[config.mk]
export PLATFORM = sky130hd
export DESIGN_NAME = dmem_access
export DESIGN_NICKNAME = d
export VERILOG_FILES = /design/src/rtl/dmem_access.sv
export SDC_FILE = /design/constraint.sdc
export NUM_CORES = 1
export LEC_CHECK = 0
export ABC_AREA = 1
export CORE_ASPECT_RATIO = 1.2
export CORE_UTILIZATION = 25
export DETAILED_ROUTE_END_ITERATION = 12
export GPL_ROUTABILITY_DRIVEN = 0
export GPL_TIMING_DRIVEN = 0
export SYNTH_ARGS = -nofsm -noshare
export SYNTH_HDL_FRONTEND = slang
export SYNTH_SLANG_ARGS = --single-unit
[constraint.sdc]
create_clock -name clk -period 2.1 [get_ports clk]
set_input_delay 0.21 -clock clk [delete_from_list [all_inputs] [get_ports clk]]
set_output_delay 0.21 -clock clk [all_outputs]
set_load 0.01 [all_outputs]
[src/rtl/dmem_access.sv]
// -----------------------------------------------------------------------------
// dmem_access
//
// Data-memory access unit. Takes one load/store request at a time from the MEM
// stage, runs it on a 64-bit request/grant/rvalid bus and returns a single-cycle
// response. Loads are extracted from the addressed byte lane and sign- or
// zero-extended to 64 bits; stores are lane-shifted with matching byte enables.
// Illegal encodings, misalignment (when trapped) and bus timeouts are reported
// through resp_err in the same response pulse.
//
// Configuration macro:
//   DMEM_MISALIGN_TRAP_EN  defined   -> misaligned accesses respond with error
//                                       immediately and never reach the bus.
//                          undefined -> misaligned addresses are aligned down
//                                       to the access size and proceed.
//
// Ports:
//   clk, rst_n            clock (rising edge), synchronous active-low reset
//   req_valid/req_ready   request handshake from MEM stage (ready only in IDLE)
//   rd_ctrl, wr_ctrl      load / store type encodings from decode
//   addr, wdata           byte address and LSB-aligned store data
//   resp_valid            one-cycle completion pulse
//   rdata, resp_err       extended load data and error flag for the response
//   mem_req/mem_gnt       bus request (held until grant) and grant
//   mem_we, mem_addr      store flag and dword-aligned bus address
//   mem_wdata, mem_be     lane-shifted store data and byte enables
//   mem_rvalid, mem_rdata load data return
// -----------------------------------------------------------------------------
module dmem_access #(
    parameter int ADDR_W         = 32,
    parameter int TIMEOUT_CYCLES = 255
) (
    input  logic              clk,
    input  logic              rst_n,
    input  logic              req_valid,
    output logic              req_ready,
    input  logic [2:0]        rd_ctrl,
    input  logic [2:0]        wr_ctrl,
    input  logic [ADDR_W-1:0] addr,
    input  logic [63:0]       wdata,
    output logic              resp_valid,
    output logic [63:0]       rdata,
    output logic              resp_err,
    output logic              mem_req,
    output logic              mem_we,
    output logic [ADDR_W-1:0] mem_addr,
    output logic [63:0]       mem_wdata,
    output logic [7:0]        mem_be,
    input  logic              mem_gnt,
    input  logic              mem_rvalid,
    input  logic [63:0]       mem_rdata
);

    localparam int CNT_W = $clog2(TIMEOUT_CYCLES + 1);

    typedef enum logic [1:0] {IDLE, REQ, WAIT, RESP} state_t;

    state_t           state;
    state_t           state_nxt;
    logic [2:0]       rd_q;
    logic [2:0]       off_q;
    logic [CNT_W-1:0] cnt;
    logic             timeout_hit;

    // Decode of the request currently presented on the input side.
    logic       dec_noop;
    logic       dec_err;
    logic       dec_store;
    logic [1:0] dec_size;   // 0 byte, 1 half, 2 word, 3 dword
    logic [2:0] dec_mask;   // address bits that must be zero for this size
    logic [2:0] dec_off;
    logic       dec_illegal;

    function automatic logic [7:0] byte_enables(input logic [1:0] size,
                                                input logic [2:0] off);
        logic [7:0] base;
        case (size)
            2'd0:    base = 8'h01;
            2'd1:    base = 8'h03;
            2'd2:    base = 8'h0F;
            default: base = 8'hFF;
        endcase
        return base << off;
    endfunction

    function automatic logic [63:0] load_extract(input logic [2:0]  rd,
                                                 input logic [2:0]  off,
                                                 input logic [63:0] data);
        logic [63:0] sh;
        logic [63:0] res;
        sh = data >> {off, 3'b000};
        case (rd)
            3'b001:  res = {{56{sh[7]}},  sh[7:0]};
            3'b010:  res = {56'd0,        sh[7:0]};
            3'b011:  res = {{48{sh[15]}}, sh[15:0]};
            3'b100:  res = {48'd0,        sh[15:0]};
            3'b101:  res = {{32{sh[31]}}, sh[31:0]};
            3'b110:  res = sh;
            default: res = 64'd0;
        endcase
        return res;
    endfunction

    always_comb begin
        dec_size = 2'd0;
        case (rd_ctrl)
            3'b011, 3'b100: dec_size = 2'd1;
            3'b101:         dec_size = 2'd2;
            3'b110:         dec_size = 2'd3;
            default: begin
                case (wr_ctrl)
                    3'b010:  dec_size = 2'd1;
                    3'b011:  dec_size = 2'd2;
                    3'b100:  dec_size = 2'd3;
                    default: dec_size = 2'd0;
                endcase
            end
        endcase

        case (dec_size)
            2'd0:    dec_mask = 3'b000;
            2'd1:    dec_mask = 3'b001;
            2'd2:    dec_mask = 3'b011;
            default: dec_mask = 3'b111;
        endcase

        dec_store   = (wr_ctrl != 3'b000);
        dec_noop    = (rd_ctrl == 3'b000) && (wr_ctrl == 3'b000);
        // Both controls set, or a reserved encoding on either side.
        dec_illegal = (rd_ctrl == 3'b111) || (wr_ctrl > 3'b100) ||
                      ((rd_ctrl != 3'b000) && (wr_ctrl != 3'b000));
`ifdef DMEM_MISALIGN_TRAP_EN
        dec_err = dec_illegal || ((addr[2:0] & dec_mask) != 3'b000);
        dec_off = addr[2:0];
`else
        dec_err = dec_illegal;
        dec_off = addr[2:0] & ~dec_mask;
`endif
    end

    // The timeout fires in the TIMEOUT_CYCLES-th cycle spent in REQ+WAIT.
    assign timeout_hit = (cnt == CNT_W'(TIMEOUT_CYCLES - 1));

    // State register
    always_ff @(posedge clk) begin
        if (!rst_n) begin
            state <= IDLE;
        end else begin
            state <= state_nxt;
        end
    end

    // Next-state logic
    always_comb begin
        state_nxt = state;
        case (state)
            IDLE: begin
                if (req_valid) begin
                    state_nxt = (dec_noop || dec_err) ? RESP : REQ;
                end
            end
            REQ: begin
                // A grant in the last allowed cycle still completes normally.
                if (mem_gnt) begin
                    state_nxt = mem_we ? RESP : WAIT;
                end else if (timeout_hit) begin
                    state_nxt = RESP;
                end
            end
            WAIT: begin
                if (mem_rvalid || timeout_hit) begin
                    state_nxt = RESP;
                end
            end
            RESP:    state_nxt = IDLE;
            default: state_nxt = IDLE;
        endcase
    end

    // Moore outputs decoded from the state register
    always_comb begin
        req_ready  = (state == IDLE);
        mem_req    = (state == REQ);
        resp_valid = (state == RESP);
    end

    // Request capture, bus fields, counter and response data
    always_ff @(posedge clk) begin
        if (!rst_n) begin
            mem_we    <= 1'b0;
            mem_be    <= 8'h00;
            mem_addr  <= '0;
            mem_wdata <= 64'd0;
            resp_err  <= 1'b0;
            rdata     <= 64'd0;
            cnt       <= '0;
        end else begin
            case (state)
                IDLE: begin
                    if (req_valid) begin
                        mem_addr  <= {addr[ADDR_W-1:3], 3'b000};
                        mem_we    <= dec_store;
                        mem_be    <= byte_enables(dec_size, dec_off);
                        mem_wdata <= wdata << {dec_off, 3'b000};
                        resp_err  <= dec_err;
                        rdata     <= 64'd0;
                        cnt       <= '0;
                    end
                end
                REQ: begin
                    cnt <= cnt + CNT_W'(1);
                    if (!mem_gnt && timeout_hit) begin
                        resp_err <= 1'b1;
                    end
                end
                WAIT: begin
                    cnt <= cnt + CNT_W'(1);
                    if (mem_rvalid) begin
                        rdata <= load_extract(rd_q, off_q, mem_rdata);
                    end else if (timeout_hit) begin
                        resp_err <= 1'b1;
                    end
                end
                default: ;
            endcase
        end
    end

    // Load type and lane offset are only needed for extraction; no reset.
    always_ff @(posedge clk) begin
        if (state == IDLE && req_valid) begin
            rd_q  <= rd_ctrl;
            off_q <= dec_off;
        end
    end

endmodule

==> impl_metrics.toml, run 1 <==
[outcome]
outcome = "completed"

[sta]
setup_viol = 0
post-route-period-util = 0.966
timing.final.hold_violations = 0
tightest_slew_ns = 0.717
maxSlewHeadroom = 0.522
rsz0062_at_grt = "true"
hold-worst-slack_ns = 0.0875
slew_viol_final = 0
min_period_ns = 2.03
skew_ns = 0.0110
fmax_mhz = 493

[detailed_routing]
first_pass_iters = 7
routed_via_density = 5.07
ant_nets = 0
drc = 0
routedWlPerCell_um = 19.6
drtIter0Drc = 1311
vias = 13400
drt_wl_total_um = 51700

[placed_design]
numPortBuffers = 339
placed_cells = 2583
place_hpwl_um = 41500

[cells_and_area]
seq_area_mm2 = 0.00373
multi_input_area_mm2 = 0.00614
drive_gt1_frac = 0.0982
final_cells = 2636
nFillCells = 4380
final_core_util = 0.378
finalNetCount = 2253
syn2layout_area_growth_pct = 49.2

[synth]
synth_xor_area_frac = 0
synthSimpleGateAreaFrac = 0.385
synth_edf_count = 6
yosysMostFrequentCell = "nand2_1"
synth_cell_types = 42
synthAdderAreaFrac = 0.00710
yosys.area.top_type = "dfxtp_1"
avgSynthCellArea_um2 = 6.23
synth_common_cells = "nand2_1 (532), nand3_1 (202), dfxtp_1 (177)"
synth_top_area_frac = 0.335
yosysSeqAreaShare = 0.352
synth_top_family_by_area = "simple AND/OR/NAND/NOR gates"
synth_compound_area_frac = 0.163
muxShareOfSynthArea = 0.00663
synth_cells = 1696
postSynth.asyncResetShare = 0
yosys_warnings = 0
synth_area_leaders = "dfxtp_1 (34%), nand2_1 (19%), nand3_1 (9.6%), a21oi_1 (6.4%), nor2_1 (5.4%)"
synthesis.area_mm2 = 0.0106
synth_seq_cells = 183
synth_ff_type = "dfxtp_1"

[global_routing]
antenna_found_initial = 7
grt_pass1_wl_um = 75200
overflow = 0
grtUsageTotal = 0.235
first_global_vias = 12700
grt_max_degree = 17

[floorplanning]
die-area_mm2 = 0.0431
die_y_um = 227
die_w_um = 190
start_util = 0.253
core_area_mm2 = 0.0418
io_pins = 344
rows = 82

[clock_tree]
htreeDepth = 4
cts_tree = "yes"
clk_latency_ns = 0.46
clk_pin_slew_ns = 0.07
clockRootBuffer = "clkbuf_16"
cts.sinks = 183
clk_path_buf_depth = 2
cts_buffers = 17
cts_hold_buf = 0

[pwr]
p_per_area_mw_per_mm2 = 919
power_mw = 14.5
ir_drop_mv = 0.608
power_leakage_nw = 6.63

[worst_hold_path]
hold_end = "rd_q[1]"
hp-class = "in -> reg"
min-delay-start = "rd_ctrl[1]"
hold_path_depth = 1

[setup_path]
r2r_start = "off_q[0]"
arrival_ns = 2.35
worst-r2r-setup-slack_ns = 0.07
crit_type = "reg -> reg"
worstPathMaxFanout = 10
r2r_end = "rdata[17]"
startpoint_type = "flip-flop"
end_kind = "flip-flop"
cp.required_ns = 2.42
worstRegToRegCells = 9

[flow_run]
maxCapViolCount = 0
==> through the flow <==
stage | instance area, um2 | worst slack [ns] | TNS [ns]
2_1_floorplan | 10600 | 0.0807 | 0
3_3_place_gp | 14700 | -1.05 | -112.60
3_5_place_dp | 14700 | -1.08 | -117.80
4_1_cts | 15400 | -0.0358 | -0.107
5_1_grt | 15800 | -0.0151 | -0.0371
6_report | 15800 | 0.0705 | 0
==> layout make-up <==
cell class | instances | area share
tap | 546 | 0.0433
timing repair buffer | 360 | 0.228
buffer | 129 | 0.0429
multi-input combinational | 1287 | 0.389
clock buffer | 20 | 0.0303
inverter | 98 | 0.0247
clock inverter | 11 | 0.00539
antenna | 2 | 0.000317
sequential | 183 | 0.236
==> registers in the layout (all words and copies together) (netlist names) <==
signal,count
cnt,8
mem_addr,29
mem_be,8
mem_wdata,64
mem_we,1
off_q,3
rd_q,3
rdata,64
resp_err,1
state,2
==> cell usage in the layout, fill, tap and decap left out, drive strengths merged, types with 14 or more instances in the layout <==
cell           Yosys  final
nand2            534    534
clkdlybuf4s50      0    333
nand3            202    202
dfxtp            177    177
nor2             156    156
a21oi            135    135
o21ai            119    119
clkbuf            85    111
inv               96    101
buf               45     59
nand4             52     52
a22oi             17     17
o211ai            14     14
==> critical path, stage by stage (launching register included) <==
cell      delay [ns]
edfxtp_1        0.35
buf_6           0.14
buf_2           0.22
buf_4           0.22
mux2i_2         0.35
nand2_1         0.09
nand3_1         0.09
a21boi_1        0.11
o21ai_1         0.23
a21oi_1         0.09
==> power by group <==
| part | total (mW) | leakage (nW) | switching, mW | internal (mW) |
|---|---|---|---|---|
| combinational | 6.96 | 4.84 | 4.22 | 2.74 |
| clock | 3.16 | 0.284 | 1.50 | 1.66 |
| sequential | 4.37 | 1.50 | 0.342 | 4.03 |
| total | 14.5 | 6.63 | 6.06 | 8.43 |
==> cell families after synthesis <==
family	count (synthesis)
adder cells (fa/ha/maj)	6
flip-flops	183
AO/OA/AOI/OAI	309
other	1
multiplexers	7
buffers and inverters	228
AND/OR/NAND/NOR	962
==> routing by layer <==
metal | vias up | share of wire | global-route usage
met2 | 806 | 0.47 | 0.402
met5 | - | 0.00085 | 0
met1 | 5957 | 0.36 | 0.243
met3 | 200 | 0.10 | 0.0783
li1 | 6400 | - | -
met4 | 8 | 0.071 | 0.161
==> repair_timing <==
item | in CTS | in global routing
pin swaps | 2 | 10
resized for setup | 81 | 110
setup buffers | 5 | 16
hold endpoints to repair | 0 | 0
endpoints found under the setup margin | 168 | 159
==> worst max-delay path by stage <==
| stage | start | end | slack, ns | cells after the start |
|---|---|---|---|---|
| after global routing | rd_q[0] | rdata[23] | -0.02 | 9 |
| final | off_q[0] | rdata[17] | 0.07 | 9 |
| after CTS | rd_ctrl[1] | mem_wdata[56] | -0.04 | 14 |
| after detailed placement | state[0] | rdata[43] | -1.08 | 8 |
| after global placement | state[0] | rdata[8] | -1.05 | 8 |
| after floorplan | state[0] | rdata[0] | 0.08 | 8 |
No activity file was read; power rests on OpenSTA's default activity.
==> inputs of run 2 (changes only) <==
Settings changed: PLACE_DENSITY set to 0.57.
==> run 2 against run 1 <==
  * Clock skew increased by 0.0017 ns
  * Register-to-register slack barely moved
  * Worst setup slack lost 0.021 ns
  * Flip-flop and latch count is the same
  * Via count hardly changed
  * Largest power group unchanged
  * Sequential power about the same
==> impl_metrics.toml, run 2 (same netlist as run 1, synthesis figures left out) <==
[outcome]
outcome = "completed"

[cells_and_area]
final_common_cell = "nand2_1"
drive_gt1_frac = 0.0932
nFillCells = 4482
antenna_cells = 0
multi_input_area_mm2 = 0.00614
finalNetCount = 2246
mostFrequentLayoutCells = "nand2_1 (527), clkdlybuf4s50_1 (336), nand3_1 (196)"
syn2layout_area_growth_pct = 49.1
seq_area_mm2 = 0.00372
top_regs = "mem_wdata x64, rdata x64, mem_addr x29"

[sta]
skew_ns = 0.0127
slew_viol_final = 0
post-route-period-util = 0.976
hold-worst-slack_ns = 0.222
fmax_mhz = 488
rsz0062_at_grt = "true"
min_period_ns = 2.05
maxSlewHeadroom = 0.497
fin_ws_ns = 0.0496
setup_viol = 0
timing.final.hold_violations = 0
tightest_slew_ns = 0.755

[pwr]
ir_drop_mv = 0.639
p_per_area_mw_per_mm2 = 934
power_leakage_nw = 6.57
power_mw = 14.7

[clock_tree]
cts_buffers = 17
clk_pin_slew_ns = 0.08
clk_path_buf_depth = 2
clockRootBuffer = "clkbuf_16"
clk_latency_ns = 0.47
cts_tree = "yes"
cts.sinks = 183
cts_hold_buf = 0
htreeDepth = 4

[detailed_routing]
vias = 13400
drt_wl_total_um = 51400
ant_nets = 0
drc = 0
routedWlPerCell_um = 19.6
drtIter0Drc = 1131
first_pass_iters = 8
routed_via_density = 5.09

[floorplanning]
io_pins = 344
die_y_um = 227
rows = 82
start_util = 0.253
die_w_um = 190
die-area_mm2 = 0.0431
core_area_mm2 = 0.0418

[global_routing]
grtUsageTotal = 0.233
grt_pass1_wl_um = 75000
grt_max_degree = 20
antenna_found_initial = 0
first_global_vias = 12700
overflow = 0

[setup_path]
worstPathMaxFanout = 10
arrival_ns = 2.45
cp.required_ns = 2.50
end_kind = "flip-flop"
startpoint_type = "input port"
crit_type = "in -> reg"

[placed_design]
numPortBuffers = 339
pre_cts_ws_ns = -1.11
place_hpwl_um = 41600

[flow_run]
maxCapViolCount = 0

[worst_hold_path]
hp-class = "in -> reg"
run 2: changes by cell type in the layout (fill, tap and decap cells not counted), moves of 5 or more:
cell,change
o21ai_1,+8
buf_4,-7
o21ai_0,-5
dlymetal6s2s_1,-6
run 2: power by group:
group	switching (mW)	total, mW	internal [mW]
clock network	1.70	3.46	1.75
registers	0.354	4.38	4.03
logic	4.18	6.88	2.70
total	6.24	14.7	8.48
run 2: per-stage QoR:
step           utilization  instance area, um2  cells  setup TNS (ns)
4_1_cts              0.373               15600   2621               0
6_report             0.377               15800   2628               0
3_3_place_gp         0.351               14700   2583         -119.27
2_1_floorplan            -               10600   1698               0
5_1_grt              0.377               15800   2628         -0.0203
3_5_place_dp         0.351               14700   2583         -126.14
run 2: per-layer routing:
metal | GRT usage | part of all wire | up-vias
met4 | 0.178 | 0.076 | 0
met5 | 0 | 0 | -
li1 | - | - | 6386
met1 | 0.244 | 0.36 | 5993
met3 | 0.0572 | 0.085 | 194
met2 | 0.404 | 0.48 | 800
run 2: path summary, 6_finish.rpt:
kind	slack, ns	depth (start not counted)	startpoint	endpoint
hold reg to reg	0.47	2	mem_wdata[31]	mem_wdata[31]
setup reg to reg	0.07	9	off_q[0]	rdata[19]
setup / recovery	0.05	12	wr_ctrl[1]	mem_wdata[32]
hold / removal	0.22	1	rd_ctrl[1]	rd_q[1]
run 2: timing repair:
item                                    CTS  global route
endpoints found under the setup margin  180           137
buffers inserted                          6             8
pin swaps                                 5             4
gates resized for setup                 105            77
hold endpoints to repair                  0             0
run 2: critical path, stage by stage:
cell and delay, ns:
clkdlybuf4s50_1 0.48, nor2_4 0.17, nand2_1 0.08, nand2_1 0.12, o21ai_4 0.07, buf_12 0.15
nand2_1 0.20, buf_4 0.24, nand2_2 0.18, nor2_1 0.26, a21oi_1 0.12, a21oi_1 0.18
run 2: final cells by class:
cell class,count,share of cell area
well taps,546,0.0433
flip-flops and latches,183,0.236
multi-input cells,1287,0.389
plain buffers,129,0.0439
inverters,98,0.0245
clock buffers,18,0.0279
repair buffers,353,0.223
clock inverters,14,0.0113
